File: src/rtl/firebird7_in_gate2_ijtag_seq_pkg.sv
// Shared types and sizing for the gate2 IJTAG access sequencer.
package firebird7_in_gate2_ijtag_seq_pkg;

    // Default number of bits moved per access (also the data-path width).
    localparam int MAX_LEN_DEF = 64;

    // Width needed to hold a length in the range 0..max_len.
    function automatic int len_width(input int max_len);
        return $clog2(max_len + 1);
    endfunction

    localparam int LEN_W_DEF = len_width(MAX_LEN_DEF);

    // Access phases, in the order an access walks through them.
    typedef enum logic [2:0] {
        ST_IDLE    = 3'd0,
        ST_CAPTURE = 3'd1,
        ST_SHIFT   = 3'd2,
        ST_UPDATE  = 3'd3,
        ST_DONE    = 3'd4
    } seq_state_e;

endpackage

File: src/rtl/firebird7_in_gate2_ijtag_seq_shreg.sv
// Data path of the sequencer: parallel-loaded shift-in register that feeds
// ijtag_si, a bit index counter, and the read-data register that collects
// ijtag_so one bit per shift edge (bit k = k-th bit shifted out).
module firebird7_in_gate2_ijtag_seq_shreg
    import firebird7_in_gate2_ijtag_seq_pkg::*;
#(
    parameter int MAX_LEN = MAX_LEN_DEF,
    parameter int LEN_W   = LEN_W_DEF
) (
    input  logic               clk_i,
    input  logic               rst_ni,
    input  logic               load_i,    // request accepted at this edge
    input  logic [MAX_LEN-1:0] wdata_i,
    input  logic               shift_i,   // this edge ends a shift cycle
    input  logic               si_en_i,   // the coming cycle is a shift cycle
    input  logic               so_i,
    output logic               si_o,
    output logic [MAX_LEN-1:0] rdata_o,
    output logic [LEN_W-1:0]   cnt_o
);

    logic [MAX_LEN-1:0] wdata_q, wdata_d;
    logic [MAX_LEN-1:0] rdata_q, rdata_d;
    logic [LEN_W-1:0]   cnt_q, cnt_d;
    logic               si_q, si_d;

    // Next-state: load on accept, otherwise consume one bit per shift edge.
    // si is precomputed from the bit that will be at the head of the
    // register in the coming cycle, so the pin is a plain flop output and
    // stays 0 whenever the coming cycle is not a shift cycle.
    always_comb begin
        wdata_d = wdata_q;
        rdata_d = rdata_q;
        cnt_d   = cnt_q;
        si_d    = 1'b0;
        if (load_i) begin
            wdata_d = wdata_i;
            rdata_d = '0;
            cnt_d   = '0;
        end else if (shift_i) begin
            wdata_d = wdata_q >> 1;
            rdata_d = rdata_q | (MAX_LEN'(so_i) << cnt_q);
            cnt_d   = cnt_q + LEN_W'(1);
        end
        if (si_en_i) begin
            if (load_i) begin
                si_d = wdata_i[0];
            end else if (shift_i) begin
                si_d = wdata_q[1];
            end else begin
                si_d = wdata_q[0];
            end
        end
    end

    // Data-path registers; everything clears on reset so partial read data
    // from an aborted access never survives.
    always_ff @(posedge clk_i or negedge rst_ni) begin
        if (!rst_ni) begin
            wdata_q <= '0;
            rdata_q <= '0;
            cnt_q   <= '0;
            si_q    <= 1'b0;
        end else begin
            wdata_q <= wdata_d;
            rdata_q <= rdata_d;
            cnt_q   <= cnt_d;
            si_q    <= si_d;
        end
    end

    assign si_o    = si_q;
    assign rdata_o = rdata_q;
    assign cnt_o   = cnt_q;

endmodule

File: src/rtl/firebird7_in_gate2_ijtag_access_sequencer.sv
// IJTAG access sequencer for the gate2 SIB network. Each host access runs
// CAPTURE -> SHIFT(len) -> UPDATE and returns the bits seen on ijtag_so.
//
// Host handshake: a request transfers on a rising edge of ijtag_tck where
// req_valid and req_ready are both 1. req_ready is 1 only while idle; a
// request presented while busy is not taken and must be held by the host.
// rsp_valid is a single-cycle pulse; rsp_rdata is valid in that cycle and
// holds until the next request is accepted.
module firebird7_in_gate2_ijtag_access_sequencer
    import firebird7_in_gate2_ijtag_seq_pkg::*;
#(
    parameter int MAX_LEN = MAX_LEN_DEF,
    parameter int LEN_W   = 7
) (
    input  logic               ijtag_tck,
    input  logic               ijtag_reset,
    input  logic               req_valid,
    input  logic [LEN_W-1:0]   req_len,
    input  logic [MAX_LEN-1:0] req_wdata,
    input  logic               req_no_cap,
    input  logic               req_no_upd,
    output logic               req_ready,
    output logic               rsp_valid,
    output logic [MAX_LEN-1:0] rsp_rdata,
    output logic               busy,
    output logic               ijtag_sel,
    output logic               ijtag_ce,
    output logic               ijtag_se,
    output logic               ijtag_ue,
    output logic               ijtag_si,
    input  logic               ijtag_so,
    output logic [2:0]         dbg_state_o
);

    localparam logic [LEN_W-1:0] MAX_LEN_L = LEN_W'(MAX_LEN);

    seq_state_e       state_q, state_d;
    logic [LEN_W-1:0] len_q, len_d;
    logic             no_upd_q, no_upd_d;

    logic             ready_q, ready_d;
    logic             busy_q, busy_d;
    logic             rsp_valid_q, rsp_valid_d;
    logic             sel_q, sel_d;
    logic             ce_q, ce_d;
    logic             se_q, se_d;
    logic             ue_q, ue_d;

    logic [LEN_W-1:0] len_sat;
    logic [LEN_W-1:0] cnt;
    logic             accept;
    logic             last_shift;

    // Over-long requests are clipped to the data-path width.
    assign len_sat    = (req_len > MAX_LEN_L) ? MAX_LEN_L : req_len;
    assign accept     = req_valid && (state_q == ST_IDLE);
    assign last_shift = (cnt == (len_q - LEN_W'(1)));

    // Next-state logic: phases with nothing to do are skipped, so a
    // len=0 access with both flags set goes straight from IDLE to DONE.
    always_comb begin
        state_d  = state_q;
        len_d    = len_q;
        no_upd_d = no_upd_q;
        case (state_q)
            ST_IDLE: begin
                if (req_valid) begin
                    len_d    = len_sat;
                    no_upd_d = req_no_upd;
                    if (!req_no_cap) begin
                        state_d = ST_CAPTURE;
                    end else if (len_sat != '0) begin
                        state_d = ST_SHIFT;
                    end else if (!req_no_upd) begin
                        state_d = ST_UPDATE;
                    end else begin
                        state_d = ST_DONE;
                    end
                end
            end
            ST_CAPTURE: begin
                if (len_q != '0) begin
                    state_d = ST_SHIFT;
                end else if (!no_upd_q) begin
                    state_d = ST_UPDATE;
                end else begin
                    state_d = ST_DONE;
                end
            end
            ST_SHIFT: begin
                if (last_shift) begin
                    state_d = no_upd_q ? ST_DONE : ST_UPDATE;
                end
            end
            ST_UPDATE: state_d = ST_DONE;
            ST_DONE:   state_d = ST_IDLE;
            default:   state_d = ST_IDLE;
        endcase
    end

    // Output decode from the next state, so every control pin is a flop
    // whose value always matches the state it belongs to.
    always_comb begin
        sel_d       = 1'b0;
        ce_d        = 1'b0;
        se_d        = 1'b0;
        ue_d        = 1'b0;
        rsp_valid_d = 1'b0;
        ready_d     = 1'b0;
        busy_d      = 1'b1;
        case (state_d)
            ST_IDLE: begin
                ready_d = 1'b1;
                busy_d  = 1'b0;
            end
            ST_CAPTURE: begin
                sel_d = 1'b1;
                ce_d  = 1'b1;
            end
            ST_SHIFT: begin
                sel_d = 1'b1;
                se_d  = 1'b1;
            end
            ST_UPDATE: begin
                sel_d = 1'b1;
                ue_d  = 1'b1;
            end
            ST_DONE: begin
                rsp_valid_d = 1'b1;
            end
            default: begin
                ready_d = 1'b1;
                busy_d  = 1'b0;
            end
        endcase
    end

    // State, latched request fields and registered control outputs.
    always_ff @(posedge ijtag_tck or negedge ijtag_reset) begin
        if (!ijtag_reset) begin
            state_q     <= ST_IDLE;
            len_q       <= '0;
            no_upd_q    <= 1'b0;
            ready_q     <= 1'b1;
            busy_q      <= 1'b0;
            rsp_valid_q <= 1'b0;
            sel_q       <= 1'b0;
            ce_q        <= 1'b0;
            se_q        <= 1'b0;
            ue_q        <= 1'b0;
        end else begin
            state_q     <= state_d;
            len_q       <= len_d;
            no_upd_q    <= no_upd_d;
            ready_q     <= ready_d;
            busy_q      <= busy_d;
            rsp_valid_q <= rsp_valid_d;
            sel_q       <= sel_d;
            ce_q        <= ce_d;
            se_q        <= se_d;
            ue_q        <= ue_d;
        end
    end

    firebird7_in_gate2_ijtag_seq_shreg #(
        .MAX_LEN (MAX_LEN),
        .LEN_W   (LEN_W)
    ) u_shreg (
        .clk_i   (ijtag_tck),
        .rst_ni  (ijtag_reset),
        .load_i  (accept),
        .wdata_i (req_wdata),
        .shift_i (state_q == ST_SHIFT),
        .si_en_i (state_d == ST_SHIFT),
        .so_i    (ijtag_so),
        .si_o    (ijtag_si),
        .rdata_o (rsp_rdata),
        .cnt_o   (cnt)
    );

    assign req_ready   = ready_q;
    assign busy        = busy_q;
    assign rsp_valid   = rsp_valid_q;
    assign ijtag_sel   = sel_q;
    assign ijtag_ce    = ce_q;
    assign ijtag_se    = se_q;
    assign ijtag_ue    = ue_q;
    assign dbg_state_o = state_q;

endmodule

File: config.mk
export PLATFORM = sky130hd
export DESIGN_NAME = firebird7_in_gate2_ijtag_access_sequencer
export DESIGN_NICKNAME = d
export VERILOG_FILES = /design/src/rtl/firebird7_in_gate2_ijtag_seq_pkg.sv /design/src/rtl/firebird7_in_gate2_ijtag_seq_shreg.sv /design/src/rtl/firebird7_in_gate2_ijtag_access_sequencer.sv
export SDC_FILE = /design/constraint.sdc
export NUM_CORES = 1
export LEC_CHECK = 0
export BUFFER_PORTS_ARGS = -buffer_cell sky130_fd_sc_hd__buf_2
export CORE_MARGIN = 1
export CORE_UTILIZATION = 54
export DETAILED_ROUTE_END_ITERATION = 10
export PLACE_DENSITY_LB_ADDON = 0.05
export SLEW_MARGIN = 30
export SYNTH_ARGS = -nofsm -noshare
export SYNTH_HDL_FRONTEND = slang
export SYNTH_SLANG_ARGS = --single-unit
File: constraint.sdc
create_clock -name ijtag_tck -period 2.4 [get_ports ijtag_tck]
set_input_delay 0.36 -clock ijtag_tck [delete_from_list [all_inputs] [get_ports ijtag_tck]]
set_output_delay 0.36 -clock ijtag_tck [all_outputs]
set_load 0.02 [all_outputs]
==> results.cfg, run 1 <==
[outcome]
status = completed

[yosys]
synth_commonest_cells = nand2_1 (216), dfrtp_1 (153), nor2_1 (76), o21ai_0 (68), a31oi_1 (63)
synth_top_area_cell = dfrtp_1
syn_avg_cell_area_sq_um = 9.19
ys_ff_latch = 154
ys_warn_count = 0
syn-num-nets = 795
synth-edff-count = 0
synth_most_common_cell = nand2_1
synth_top_area_frac = 0.582
synthFlopType = dfrtp_1
async_flop_share = 1.00
ys_seq_area_frac = 0.586
synthesis.area_sq_mm = 0.00658
synth_area_leaders = dfrtp_1 (58%), nand2_1 (12%), a31oi_1 (6.0%)
synthCells = 716
yosysUniqueCellTypes = 44

[die]
dieArea_sq_mm = 0.0126
fp.dieH_microns = 112
initial_utilization = 0.564
row_count = 39
ioPinCount = 152
coreArea_sq_mm = 0.0117
fp.dieW_microns = 112

[placement]
dp_worst_setup_slack_ps = -6.49
dp_hpwl_mm = 9.98
place_congestion = 0.822
io_buffers = 151

[setup_path]
endpoint = busy
startpoint = len_q[0]
critPathArrivalTime_ps = 2590
critPathCaptureType = flop
worstPathRequired_ps = 2690
rrSetupSlack_ps = 100
worst_path_max_delay_cell = dfrtp_1
worstSetupPathType = reg -> reg
r2r_cells = 10
crit_chain = inv_2, ha_4, nor3b_4, nor3b_4, buf_4, nand3_1, a32o_1, a21oi_4, inv_2, or3_1
cp_slowest_stage_delay_ps = 400
reg2reg_from = len_q[0]
path_max_fanout = 5
cp-start-kind = flop
r2r-end = busy

[sta]
min_period_ps = 2300
timing.hold.ws_ps = 162
finalWorstSetupSlack_ps = 103
max_freq_mhz = 435
finalSetupViolCount = 0
finalClockSkew_ps = 8.37
hold_viol_final = 0
rsz0062_at_grt = true
report.final.slew_viol_count = 0
finalCritPeriodShare = 0.957
fin_setup_tns_ps = 0
worst_pin_slew_ps = 838
max-slew-margin-rel = 0.442

[grt]
antenna_found_initial = 0
track_usage = 0.259
grt_pass1_vias = 5324
gr-total-overflow = 0
grt_max_degree = 103
grt_pass1_wl_mm = 25.8

[run]
drv_cap = 0

[route]
antenna_left = 0
drt-pass1-iter-count = 5
vias = 5533
drt_iter0_drc = 399
vias_per_cell = 5.46
avgRoutedWirePerCell_microns = 15.1
drc = 0
wl_mm = 15.3

[final_layout]
diodes = 0
fillers = 923
nets = 937
syn2layout_area_growth_pct = 23.8
layout-drive-gt1-share = 0.252
post-route-util = 0.698

[clock_tree]
cts_tree = done
htree_levels = 4
clock-sinks = 154
numCtsBuffers = 17
clk_pin_slew_worst_paths_ps = 60
cts_root_buf = clkbuf_16
insertion_delay_ps = 420
cts_buffer_depth = 2

[power]
p_leak_uw = 0.00404
power.total_uw = 10200
ir_worst_vdd_v = 0.000691
p_per_area_mw_per_mm2 = 1260

[min_path]
hp-class = in -> reg
sequential cells by signal (all words and copies together), names as in the netlist:
register / count
busy: 1
dbg_state_o: 3
ijtag_ce: 1
ijtag_se: 1
ijtag_sel: 1
ijtag_ue: 1
len_q: 7
no_upd_q: 1
req_ready: 1
rsp_valid: 1
u_shreg.cnt_o: 7
u_shreg.rdata_o: 64
u_shreg.si_o: 1
u_shreg.wdata_q: 64
what timing repair did:
action,CTS,global route
pin swaps,0,2
endpoints found under the hold margin,35,0
setup endpoints to repair,1,5
hold buffers,1,0
setup buffers,0,6
gates resized for setup,1,6
gates cloned,0,0
where the power goes:
part | internal, uW | switching [uW] | total (uW)
registers | 3410 | 491 | 3910
logic | 1380 | 2300 | 3680
clock network | 1630 | 998 | 2630
total | 6420 | 3790 | 10200
area by class of cell:
class,instances,area [sq um],share of cell area
sequential,154,3850,0.474
inverter,7,26.3,0.00323
multi-input combinational,506,2540,0.312
clock buffer,24,492,0.0604
timing repair buffer,172,960,0.118
clock inverter,7,90.1,0.0111
tap,143,179,0.0220
placed cells by master, fill, tap and decap left out, types with 2 or more instances in the layout:
master	synthesis	final
nand2_1	216	215
dfrtp_1	153	153
buf_2	5	150
nor2_1	76	76
o21ai_0	68	68
a31oi_1	63	63
clkbuf_16	0	17
buf_4	0	17
nand3_1	14	14
xor2_1	9	9
nand3b_1	9	9
inv_1	6	4
nor2b_1	4	4
or3_1	4	4
xnor2_1	5	4
nor3b_1	4	4
clkbuf_8	0	4
inv_2	1	3
nor3_1	3	3
nand4_1	3	3
clkbuf_1	42	3
clkinv_2	0	3
buf_12	0	3
or2_1	2	2
nor3b_4	0	2
a21oi_1	2	2
and2_2	1	2
a22o_1	2	2
clkinvlp_4	0	2
bufinv_16	0	2
worst min-delay path by stage:
stage / endpoint / startpoint / depth (start not counted)
2_1_floorplan: busy / ijtag_reset / 0
3_3_place_gp: u_shreg.rdata_o[10] / ijtag_reset / 1
3_5_place_dp: u_shreg.rdata_o[10] / ijtag_reset / 1
4_1_cts: no_upd_q / req_no_upd / 3
5_1_grt: no_upd_q / req_no_upd / 3
6_report: no_upd_q / req_no_upd / 3
through the flow:
stage / instance area [sq um] / cells
after floorplan: 6580 / 716
after detailed placement: 7470 / 975
after global routing: 8140 / 1013
after CTS: 8070 / 1007
final: 8140 / 1013
after global placement: 7470 / 975
worst max-delay path: cells and delay by family, from the launching register on:
family / cells / cell delay [ps]
AO/OA/AOI/OAI: 2 / 400
adder cells (fa/ha/maj): 1 / 160
buffers and inverters: 3 / 310
flip-flops: 1 / 400
AND/OR/NAND/NOR: 4 / 880
cell families (layout without fill, tap and decap cells):
| kind of cell | count (synthesis) | count (layout) | share of synthesized area |
|---|---|---|---|
| AO/OA/AOI/OAI | 143 | 143 | 0.130 |
| XOR/XNOR | 14 | 14 | 0.0186 |
| flip-flops | 154 | 154 | 0.586 |
| adder cells (fa/ha/maj) | 2 | 2 | 0.00380 |
| buffers and inverters | 56 | 210 | 0.0340 |
| AND/OR/NAND/NOR | 347 | 347 | 0.227 |
routing by layer:
layer / vias up / part of all wire / track usage
li1: 2686 / - / -
met1: 2675 / 0.45 / 0.350
met2: 157 / 0.48 / 0.414
met3: 15 / 0.057 / 0.0691
met4: 0 / 0.010 / 0.0791
met5: - / 0 / 0
Note: power is estimated with default switching activity, not from simulation.
==> inputs of run 2 (changes only) <==
--- a/config.mk
+++ b/config.mk
@@ -5,9 +5,10 @@
 export SDC_FILE = /design/constraint.sdc
 export NUM_CORES = 1
 export LEC_CHECK = 0
+export ABC_AREA = 1
 export BUFFER_PORTS_ARGS = -buffer_cell sky130_fd_sc_hd__buf_2
 export CORE_MARGIN = 1
-export CORE_UTILIZATION = 54
+export CORE_UTILIZATION = 35
 export DETAILED_ROUTE_END_ITERATION = 10
 export PLACE_DENSITY_LB_ADDON = 0.05
 export SLEW_MARGIN = 30
==> run 2 against run 1 <==
Synthesized area up 3.7%. Die area up 59%. Clock skew down 1.5 ps. Final cell count up 19%. Total power down 0.89%. Sequential cell count unchanged. Utilization down 25 points. Critical path type unchanged. Highest routed layer is now met5.
==> results.cfg, run 2 <==
[outcome]
status = completed

[yosys]
synth-simple-area-share = 0.218
synth_compound_area_frac = 0.137
yosysUniqueCellTypes = 34
syn-num-nets = 872
yosys-mux-area-fraction = 0
synth_fa_ha_area_frac = 0.00367
synth-edff-count = 0
synthFlopType = dfrtp_1
synth_top_family_by_area = simple AND/OR/NAND/NOR gates
synthesis.area_sq_mm = 0.00682
synth_commonest_cells = nand2_1 (228), dfrtp_1 (153), o21ai_0 (116), inv_1 (72), nand3_1 (52)
ys_seq_area_frac = 0.565
synth_area_leaders = dfrtp_1 (56%), nand2_1 (13%), o21ai_0 (8.5%)
syn_avg_cell_area_sq_um = 8.60
synth_top_area_frac = 0.561
synth_xor_area_frac = 0.00514
synth_top_area_cell = dfrtp_1
async_flop_share = 1.00
ys_ff_latch = 154
ys_warn_count = 0
synth_most_common_cell = nand2_1
synthCells = 793

[power]
power_frac_comb = 0.363
power_frac_clock = 0.264
p_int_uw = 6150
p_seq_frac = 0.374
sw_frac_of_total = 0.393
ir_worst_vdd_v = 0.000562
p_switching_uw = 3980
p_per_area_mw_per_mm2 = 1200
p_leak_uw = 0.00423

[route]
wl_mm = 19.1
vias_per_cell = 4.93
vias = 5966
drt_iter0_drc = 446
antenna_left = 0
avgRoutedWirePerCell_microns = 15.8
drt-pass1-iter-count = 8
drc = 0

[sta]
finalSetupViolCount = 0
finalCritPeriodShare = 0.855
finalClockSkew_ps = 6.83
timing.hold.ws_ps = 149
max_freq_mhz = 487
rsz0062_at_grt = false
worst_pin_slew_ps = 715
fin_setup_tns_ps = 0
min_period_ps = 2050
hold_viol_final = 0
report.final.slew_viol_count = 0
max-slew-margin-rel = 0.519

[setup_path]
worstPathRequired_ps = 2710
crit_buf_inv = 3
cp-start-kind = flop
cpMostUsedCell = inv_1
path_max_fanout = 9
critPathCaptureType = flop
worstSetupPathType = reg -> reg
worst_path_max_delay_cell = dfrtp_1
critPathArrivalTime_ps = 2360
cpLargestDelayFamily = simple AND/OR/NAND/NOR gates
cp_slowest_stage_delay_ps = 420
crit_cells = 11
r2r_cells = 11
crit_chain = inv_1, ha_1, nand4_1, nand3_1, inv_1, nor2_1, nand3_1, nand2_2, nand3b_2, inv_1, nand2_1

[clock_tree]
htree_levels = 4
cts_root_buf = clkbuf_16
cts_tree = done
clk_pin_slew_worst_paths_ps = 60
numCtsBuffers = 17
cts_buffer_depth = 2
insertion_delay_ps = 420
clock-sinks = 154
post_cts_buffers = 0

[run]
drv_cap = 0

[final_layout]
syn2layout_area_growth_pct = 24.2
layout-drive-gt1-share = 0.227
layout_commonest_cell = nand2_1
fillers = 1906
nets = 1014
multi_input_area_sq_mm = 0.00248
seq_area_sq_mm = 0.00385
post-route-util = 0.448
final_cell_mix = nand2_1 (228), dfrtp_1 (153), buf_2 (150), o21ai_0 (116), inv_1 (72)

[placement]
place_congestion = 0.903
dp_hpwl_mm = 13.1
io_buffers = 151

[grt]
grt_max_degree = 106
track_usage = 0.203
gr-total-overflow = 0
grt_pass1_wl_mm = 31.7
antenna_found_initial = 3
grt_pass1_vias = 5999

[die]
fp.dieW_microns = 142
dieArea_sq_mm = 0.0201
ioPinCount = 152
row_count = 50
coreArea_sq_mm = 0.0189
fp.dieH_microns = 142
initial_utilization = 0.361

[min_path]
hp-class = in -> reg
hold_path_depth = 3
## run 2: metrics by stage
stage | power [uW] | setup slack [ps] | cells | cell area (sq um)
floorplan | 6390 | 648 | 793 | 6820
global placement | 7430 | 478 | 1175 | 7870
detailed placement | 7550 | 368 | 1175 | 7870
CTS | 10300 | 362 | 1208 | 8470
global route | 10900 | 87.0 | 1208 | 8470
finish | 10100 | 349 | 1210 | 8470
## run 2: final timing paths
check,end,slack (ps),from
max,busy,350,len_q[0]
min,u_shreg.wdata_q[20],150,req_wdata[20]
max reg2reg,busy,350,len_q[0]
min reg2reg,u_shreg.wdata_q[50],480,u_shreg.wdata_q[50]
max in group asynchronous,u_shreg.rdata_o[2],1140,ijtag_reset
min in group asynchronous,ijtag_sel,440,ijtag_reset
## run 2: worst register-to-register path: cells and delay by family, from the launching register on
family / cells / cell delay, ps
adders and majority gates: 1 / 360
buffers and inverters: 3 / 250
DFF: 1 / 420
and+or+nand+nor: 7 / 910
## run 2: metal layers
layer,routed length (microns),vias up,global-route usage
met2,9090,166,0.324
met3,942,20,0.0405
li1,-,2898,-
met4,243,2,0.0606
met1,8790,2880,0.278
met5,8,-,0
## run 2: repair_timing
item                                   in CTS  in global routing
gates resized for setup                     0                  0
hold buffers                                1                  0
endpoints found under the hold margin      46                  0
## run 2: cell type report
type	count	area share
Tap cell	260	0.0384
Timing Repair Buffer	167	0.109
Clock buffer	20	0.0527
Antenna cell	2	0.000591
Multi-Input combinational cell	517	0.293
Inverter	78	0.0347
Clock inverter	12	0.0164
Sequential cell	154	0.455
## run 2: kinds of logic (layout without fill, tap and decap cells)
family	after synthesis	after routing
AO/OA/AOI/OAI	164	164
XOR/XNOR	4	4
adder cells (fa/ha/maj)	2	2
buffers and inverters	122	277
flip-flops	154	154
other	0	2
AND/OR/NAND/NOR	347	347
## run 2: power by group through the flow
stage                     Clock (uW)  Combinational (uW)  Sequential, uW
final                           2670                3670            3780
after global placement             0                3620            3810
after floorplan                    0                2540            3850
after CTS                       2740                3730            3790
after global routing            2860                4220            3870
after detailed placement           0                3720            3820
